File: src/rtl/dispatcher_pkg.sv
// Shared types and default sizing for the ticket dispatcher.
package dispatcher_pkg;

    typedef enum logic {
        IDLE   = 1'b0,
        SETTLE = 1'b1
    } state_t;

    localparam int DT_SZ_DEF = 4;
    localparam int CNTER_DEF = 3;

endpackage

File: src/rtl/dispatcher_prio_enc.sv
// Lowest-index-first priority encoder over the free-counter vector.
module dispatcher_prio_enc #(
    parameter int N = 3
) (
    input  logic [N-1:0] free,
    output logic [N-1:0] grant,
    output logic         any_free
);

    logic found;

    always_comb begin
        grant = '0;
        found = 1'b0;
        for (int i = 0; i < N; i++) begin
            if (free[i] && !found) begin
                grant[i] = 1'b1;
                found    = 1'b1;
            end
        end
    end

    assign any_free = |free;

endmodule

File: src/rtl/dispatcher.sv
// Pops tickets from a FWFT FIFO and loads each into the lowest-index free
// counter; a SETTLE cycle after every dispatch lets FIFO and counter update.
module dispatcher
    import dispatcher_pkg::*;
#(
    parameter int DT_SZ = DT_SZ_DEF,
    parameter int CNTER = CNTER_DEF
) (
    input  logic             clk,
    input  logic             rst,
    input  logic             empty,
    input  logic [DT_SZ-1:0] qn,
    input  logic [DT_SZ-1:0] qt,
    input  logic [CNTER-1:0] busy,
    output logic             re,
    output logic [CNTER-1:0] ld,
    output logic [DT_SZ-1:0] dn,
    output logic [DT_SZ-1:0] dt
);

    state_t            state_q, state_d;
    logic              re_q, re_d;
    logic [CNTER-1:0]  ld_q, ld_d;
    logic [DT_SZ-1:0]  dn_q, dn_d;
    logic [DT_SZ-1:0]  dt_q, dt_d;

    logic [CNTER-1:0]  free;
    logic [CNTER-1:0]  grant;
    logic              any_free;

    assign free = ~busy;

    dispatcher_prio_enc #(
        .N (CNTER)
    ) u_prio_enc (
        .free     (free),
        .grant    (grant),
        .any_free (any_free)
    );

    always_comb begin
        state_d = state_q;
        re_d    = 1'b0;
        ld_d    = '0;
        dn_d    = dn_q;
        dt_d    = dt_q;
        case (state_q)
            IDLE: begin
                if (!empty && any_free) begin
                    re_d    = 1'b1;
                    ld_d    = grant;
                    dn_d    = qn;
                    dt_d    = qt;
                    state_d = SETTLE;
                end
            end
            // Inputs are ignored here: FIFO head and busy bits are still moving.
            SETTLE:  state_d = IDLE;
            default: state_d = IDLE;
        endcase
    end

    always_ff @(posedge clk or posedge rst) begin
        if (rst) begin
            state_q <= IDLE;
            re_q    <= 1'b0;
            ld_q    <= '0;
            dn_q    <= '0;
            dt_q    <= '0;
        end else begin
            state_q <= state_d;
            re_q    <= re_d;
            ld_q    <= ld_d;
            dn_q    <= dn_d;
            dt_q    <= dt_d;
        end
    end

    assign re = re_q;
    assign ld = ld_q;
    assign dn = dn_q;
    assign dt = dt_q;

endmodule

File: config.mk
export PLATFORM = sky130hd
export DESIGN_NAME = dispatcher
export DESIGN_NICKNAME = d
export VERILOG_FILES = /design/src/rtl/dispatcher_pkg.sv /design/src/rtl/dispatcher_prio_enc.sv /design/src/rtl/dispatcher.sv
export SDC_FILE = /design/constraint.sdc
export NUM_CORES = 1
export LEC_CHECK = 0
export ABC_AREA = 0
export BUFFER_PORTS_ARGS = -buffer_cell sky130_fd_sc_hd__clkbuf_2
export CAP_MARGIN = 5
export CORE_MARGIN = 4
export CORE_UTILIZATION = 30
export CTS_CLUSTER_DIAMETER = 60
export DETAILED_ROUTE_END_ITERATION = 12
export PLACE_DENSITY = 0.59
export SLEW_MARGIN = 5
export SYNTH_ARGS = -nofsm -noshare
export SYNTH_HDL_FRONTEND = slang
export SYNTH_SLANG_ARGS = --single-unit
File: constraint.sdc
create_clock -name clk -period 2.2 [get_ports clk]
set_input_delay 0.22 -clock clk [delete_from_list [all_inputs] [get_ports clk]]
set_output_delay 0.22 -clock clk [all_outputs]
set_load 0.1 [all_outputs]
## Word level (Yosys, flattened, before mapping)

Index checks and enable logic that the tools add are counted.

| cells by class | value |
|---|---|
| bitwise logic cells | 2 |
| reductions and logical operators | 8 |
| mux-type cells | 9 |

Operators by type and width:

| cell | number |
|---|---|
| two-way mux 1 bit | 6 |
| two-way mux 3 bit | 2 |
| logical AND 1 bit | 3 |
| zero test 1 bit | 3 |
| NOT 3 bit | 1 |
| OR reduction 3 bit | 1 |
| one-hot mux 1 bit (2 select lines) | 1 |
| AND reduction 2 bit | 1 |
| NOT 1 bit | 1 |

| storage, ports and cells | value |
|---|---|
| output and inout bits | 12 |
| word-level logic and storage cells | 24 |
| register bits | 13 |
| bits of input ports | 14 |

## Depth between registers and ports, before layout

Gate-level depths: netlist (run 1).

| logic depth | value |
|---|---|
| depth after elaboration | 10 |
| depth in mapped cells | 2 |

## Cells and area by module

Synthesis (run 1) repeated with hierarchy kept, for this count alone.

| second synthesis, totals | value |
|---|---|
| cells, all modules | 33 |
| area, all modules | 508.0 um2 |

By module, submodules not included:

| module | area an instance (um2) | cells an instance | instances |
|---|---|---|---|
| dispatcher | 480.5 | 29 | 1 |
| dispatcher_prio_enc | 27.5 | 4 | 1 |

## Worst setup path before layout (run 1)

OpenSTA, ideal clock, no wires.

| timing | value |
|---|---|
| path kind | flip-flop to flip-flop |
| start | register, netlist name re |
| end | register dn_q[0], in the netlist dn[0] |
| period minus slack after synthesis | 1.864 ns |
| arrival | 1.738 ns |
| path slack | 0.336 ns |
| setup time | 0.125 ns |
| stages on the path, launching flop included | 3 |
| buffers on the path | 0 |
| data required time | 2.075 ns |
| cell sequence | dfrtp_1 a311oi_4 mux2_2 |

RTL lines:

| item | line | text |
|---|---|---|
| to (signal assigned) | dispatcher.sv:74 | `dn_q <= dn_d;` |
| to (decl) | dispatcher.sv:24 | `logic [DT_SZ-1:0] dn_q, dn_d;` |

==> impl_metrics.ini, run 1 <==
[setup_path]
worstSetupEndpointType = register
start_kind = register
cp.required_ps = 2350
path_class = reg -> reg
cp.arrival_ps = 1660
crit_fanout = 9

[timing]
relSlewSlack_pct = 63.0
final_hold_viol_count = 0
worstMarginPinSlew_ps = 556
fmax_ghz = 0.663
holdWs_ps = 164
period_share_pct = 68.5
report.final.slew_viol_count = 0
rsz0062_at_grt = false
fin_skew_ps = 2.59
finalSetupViolCount = 0
final.setup.tns_ps = 0
period_needed_ps = 1510

[synthesis]
synth_edf_count = 0
synth-seq-area-share_pct = 67.6
synthArstFlopShare_pct = 100
yosys_warnings = 0
yosys.cell_count.top_type = dfrtp_1
netlist_top_cells_area = dfrtp_1, mux2_2, a311oi_4
synth-seq-cells = 12
synth_top_cell_by_area = dfrtp_1
syn_nets = 40
postSynthAreaPerCell_sq_um = 17.1
synthFlopType = dfrtp_1
syn-cell-area_sq_um = 444
synth_cell_types = 8
yosysTopAreaCellShare_pct = 67.6
synthCells = 26
synthTopCellsByCount = dfrtp_1, mux2_2

[detailed_routing]
drt_iter0_markers = 4
viasPerCell = 4.65
drc_errors = 0
drtPass1Iterations = 2
vias = 330
wirelength_um = 869
antenna_left = 0
avgRoutedWirePerCell_um = 12.2

[place]
place_congestion = 0.680
dp_hpwl_um = 731
port_buffers = 25
place_inst = 66

[clock_tree]
cts.clk_slew.worst_paths_ps = 80
clockRootBuffer = clkbuf_4
clk_path_buf_depth = 2
cts.sinks = 12
clock_latency_ps = 270
cts_setup_buffers = 0
cts_buffers = 3
htree_levels = 1
cts_tree = done

[worst_hold_path]
hp-class = in -> reg

[die]
die_h_um = 46.5
core_sq_um = 1350
dieArea_sq_um = 2160
boundaryPins = 26
initial_core_util_pct = 32.9
rows = 13
die_w_um = 46.5

[global_routing]
grt_pass1_wl_um = 1400
grt_max_degree = 13
grt_remaining_overflow = 0
antenna_found_initial = 0
grt_pass1_vias = 352
gr-usage-all-layers_pct = 9.44

[layout]
drive_above_1_share_pct = 67.9
n_fill_cell = 136
syn2layout_area_growth_pct = 42.8
num_antenna_cells = 0
final_cell_count_no_fill = 71
final_nets = 71
final_util_pct = 47.0

[power_and_ir_drop]
cellLeakagePower_nw = 0.322
finalPower_w = 0.000743
peakVddDrop_v = 0.000524
power_density_nw_per_um2 = 1170

[outcome]
status = finished, final reports clean

[flow_run]
maxCapViolations = 0
[cells in the final DEF (no fill, tap or decap), drive strengths merged]
cell type	n
a311oi	1
clkbuf	29
dfrtp	12
dlygate4sd3	1
inv	1
mux2	8
nand2	1
nor3	1
nor4	1
nor4b	1
[flip-flops by register name, indices dropped and copies added (netlist names)]
name	cells
dn	4
dt	4
ld	3
re	1
[timing repair]
item,in CTS,in global routing
hold buffers,1,0
endpoints found under the hold margin,12,0
resized for setup,0,0
[report_power, final]
| part | internal, W | switching (W) | leakage (nW) |
|---|---|---|---|
| sequential | 0.000250 | 0.0000163 | 0.147 |
| combinational | 0.0000532 | 0.000253 | 0.154 |
| clock | 0.000100 | 0.0000709 | 0.0210 |
| total | 0.000403 | 0.000340 | 0.322 |
[area by class of cell]
| class | instances | area (sq um) | share of cell area (%) |
|---|---|---|---|
| clock buffers | 4 | 36.3 | 5.72 |
| inverters | 1 | 3.75 | 0.592 |
| multi-input cells | 13 | 140 | 22.1 |
| flip-flops and latches | 12 | 300 | 47.3 |
| well taps | 15 | 18.8 | 2.96 |
| repair buffers | 26 | 135 | 21.3 |
[path summary, 6_finish.rpt]
kind                         start  endpoint  slack, ps  depth (start not counted)
setup / recovery                re     dt[2]        690                          2
hold / removal             busy[2]     ld[2]        160                          2
setup reg to reg                re     dt[2]        690                          2
hold reg to reg              dt[3]     dt[3]        510                          1
max in group asynchronous      rst     dt[0]       1430                          3
min in group asynchronous      rst     ld[0]        470                          3
[per-stage QoR]
stage | area [sq um] | setup WS, ps
floorplan | 444 | 336
global placement | 588 | 733
detailed placement | 588 | 678
CTS | 634 | 666
global route | 634 | 596
finish | 634 | 692
[kinds of logic after synthesis]
group	share of synthesized area [%]
compound gates	5.92
buf+inv	0.844
flops	67.6
mux	20.3
simple gates	5.35
[metal layers]
metal  global-route usage (%)  routed length, um
met2                     16.2                396
met3                     4.30                106
met5                        0                  0
met4                     3.41                  0
met1                     10.0                366
[worst max-delay path, cell delays in order, from the launching register on]
cell and delay, ps:
dfrtp_1 440, a311oi_4 550, mux2_2 400
(Power assumes the default switching activity.)
==> inputs of run 2 (changes only) <==
- ABC_AREA: 0 -> 1
- PLACE_DENSITY: 0.59 -> 0.58
- clock period: 2.2 -> 1.6 ns (I/O delays scaled with it)
==> run 2 against run 1 <==
Effect of this change:
- combinational power grew 28%
- via count increased by 20%
- first-iteration DRC count increased by 130%
- design area up 1.4%
- clock skew barely moved
- area after synthesis grew 7.3%
- critical endpoint is now dt[1]
- largest cell class unchanged
- worst hold slack lost 63 ps
- critical path depth decreased by 1
- sequential share of layout area is 0.64 points lower
- sequential power rose by 35%
- register-to-register slack worse by 280 ps
- cell count increased by 27%
==> impl_metrics.ini, run 2 <==
[synthesis]
synth_edf_count = 0
synth_top_cell_by_area = dfrtp_1
synthCells = 46
synth-seq-cells = 12
synthArstFlopShare_pct = 100
syn-cell-area_sq_um = 477
synthXorXnorAreaFrac_pct = 0
yosys.cell_count.top_type = nand2_1
synth_top_family_by_area = simple AND/OR/NAND/NOR gates
synth_compound_area_share_pct = 0
synth_cell_types = 10
synthFlopType = dfrtp_1
yosysTopAreaCellShare_pct = 63.0
synthSimpleGateAreaFrac_pct = 33.1
postSynthAreaPerCell_sq_um = 10.4
syn_nets = 60
synthTopCellsByCount = nand2_1, dfrtp_1, nand3_1
netlist_top_cells_area = dfrtp_1, nand2_1, nand3_1
synthMuxAreaShare_pct = 0
synth-seq-area-share_pct = 63.0
yosys_warnings = 0
synth_fa_ha_area_share_pct = 0

[timing]
relSlewSlack_pct = 63.5
fin_skew_ps = 2.92
final.setup.tns_ps = 0
period_needed_ps = 1240
finalSetupViolCount = 0
holdWs_ps = 101
rsz0062_at_grt = false
worstMarginPinSlew_ps = 549
report.final.slew_viol_count = 0
period_share_pct = 77.5
final_hold_viol_count = 0
fmax_ghz = 0.806

[power_and_ir_drop]
p_int_w = 0.000483
clock_power_share_pct = 18.7
peakVddDrop_v = 0.000501
switching_share_pct = 47.7
power_density_nw_per_um2 = 1440
combPwrFrac_pct = 42.5
cellLeakagePower_nw = 0.378
seqPwrFrac_pct = 38.8
p_sw_w = 0.000440

[layout]
multiInputGateArea_sq_um = 158
syn2layout_area_growth_pct = 34.9
drive_above_1_share_pct = 43.2
final_cell_mix = clkbuf_2, nand2_1, dfrtp_1, nand3_1, clkbuf_4
final_nets = 90
n_fill_cell = 166
area.sequential_sq_um = 300
layout_commonest_cell = clkbuf_2
num_antenna_cells = 0

[flow_run]
maxCapViolations = 0

[global_routing]
grt_pass1_wl_um = 1570
grt_pass1_vias = 369
antenna_found_initial = 0
grt_remaining_overflow = 0
grt_max_degree = 13
gr-usage-all-layers_pct = 10.8

[clock_tree]
cts_buffers = 3
cts_setup_buffers = 0
clk_path_buf_depth = 2
cts_tree = done
clock_latency_ps = 260
cts_resized = 0
cts.clk_slew.worst_paths_ps = 60
cts.sinks = 12
htree_levels = 1
clockRootBuffer = clkbuf_4

[setup_path]
cp.arrival_ps = 1080
crit_fanout = 2
worstSetupEndpointType = primary output
path_class = reg -> out
cp.required_ps = 1440
max_stage_delay_ps = 460
path_buf_inv = 1
critPathSlowestCell = clkbuf_2
path_cells = clkbuf_2
start_kind = register
path_delay_family = buffers and inverters

[detailed_routing]
antenna_left = 0
drt_iter0_markers = 9
drc_errors = 0
viasPerCell = 4.40
wirelength_um = 1050
avgRoutedWirePerCell_um = 11.7
vias = 396
drtPass1Iterations = 4

[die]
die_w_um = 47.9
initial_core_util_pct = 31.6
die_h_um = 47.9
rows = 14
dieArea_sq_um = 2290
boundaryPins = 26
core_sq_um = 1510

[place]
port_buffers = 25
place_congestion = 0.667
dp_hpwl_um = 820

[outcome]
status = finished, final reports clean

[worst_hold_path]
hp-class = in -> reg
run 2: path summary, 6_finish.rpt:
kind	from	to	slack [ps]	cells past startpoint
setup / recovery	dt[1]	dt[1]	360	1
hold / removal	busy[2]	ld[2]	100	2
setup reg to reg	re	dt[1]	410	4
hold reg to reg	dt[2]	dt[2]	470	2
max in group asynchronous	rst	dt[1]	850	3
min in group asynchronous	rst	dn[1]	440	3
run 2: final cells by class:
type | count | area share [%]
sequential | 12 | 46.7
multi-input combinational | 31 | 24.5
inverter | 2 | 1.17
clock buffer | 3 | 3.50
tap | 16 | 3.11
timing repair buffer | 26 | 21.0
run 2: timing repair:
item                                    4_1_cts  5_1_grt
endpoints found under the hold margin        12        0
endpoints found under the setup margin        0        0
hold buffers                                  1        0
run 2: metal layers:
layer / vias to the layer above / GRT usage, % / wire [um]
met2: 15 / 16.9 / 541
li1: 204 / - / -
met5: - / 0 / 0
met3: 2 / 6.02 / 85
met1: 175 / 10.6 / 405
met4: 0 / 8.06 / 19
run 2: cells by family after synthesis:
| logic type | Yosys count |
|---|---|
| flops | 12 |
| simple gates | 31 |
| buf+inv | 3 |
run 2: power groups by stage:
| stage | Combinational (W) | Clock (W) | Sequential [W] |
|---|---|---|---|
| 6_report | 0.000393 | 0.000172 | 0.000358 |
| 5_1_grt | 0.000412 | 0.000199 | 0.000363 |
| 4_1_cts | 0.000395 | 0.000183 | 0.000359 |
| 3_5_place_dp | 0.000393 | 0 | 0.000365 |
| 3_3_place_gp | 0.000391 | 0 | 0.000365 |
| 2_1_floorplan | 0.0000536 | 0 | 0.000633 |
run 2: through the flow:
step	power [W]	setup WS (ps)	std cells	instance area, sq um	util (%)
2_1_floorplan	0.000687	89.0	46	477	-
3_3_place_gp	0.000756	461	86	611	40.5
3_5_place_dp	0.000758	422	86	611	40.5
4_1_cts	0.000937	331	90	643	42.7
5_1_grt	0.000974	293	90	643	42.7
6_report	0.000923	360	90	643	42.7
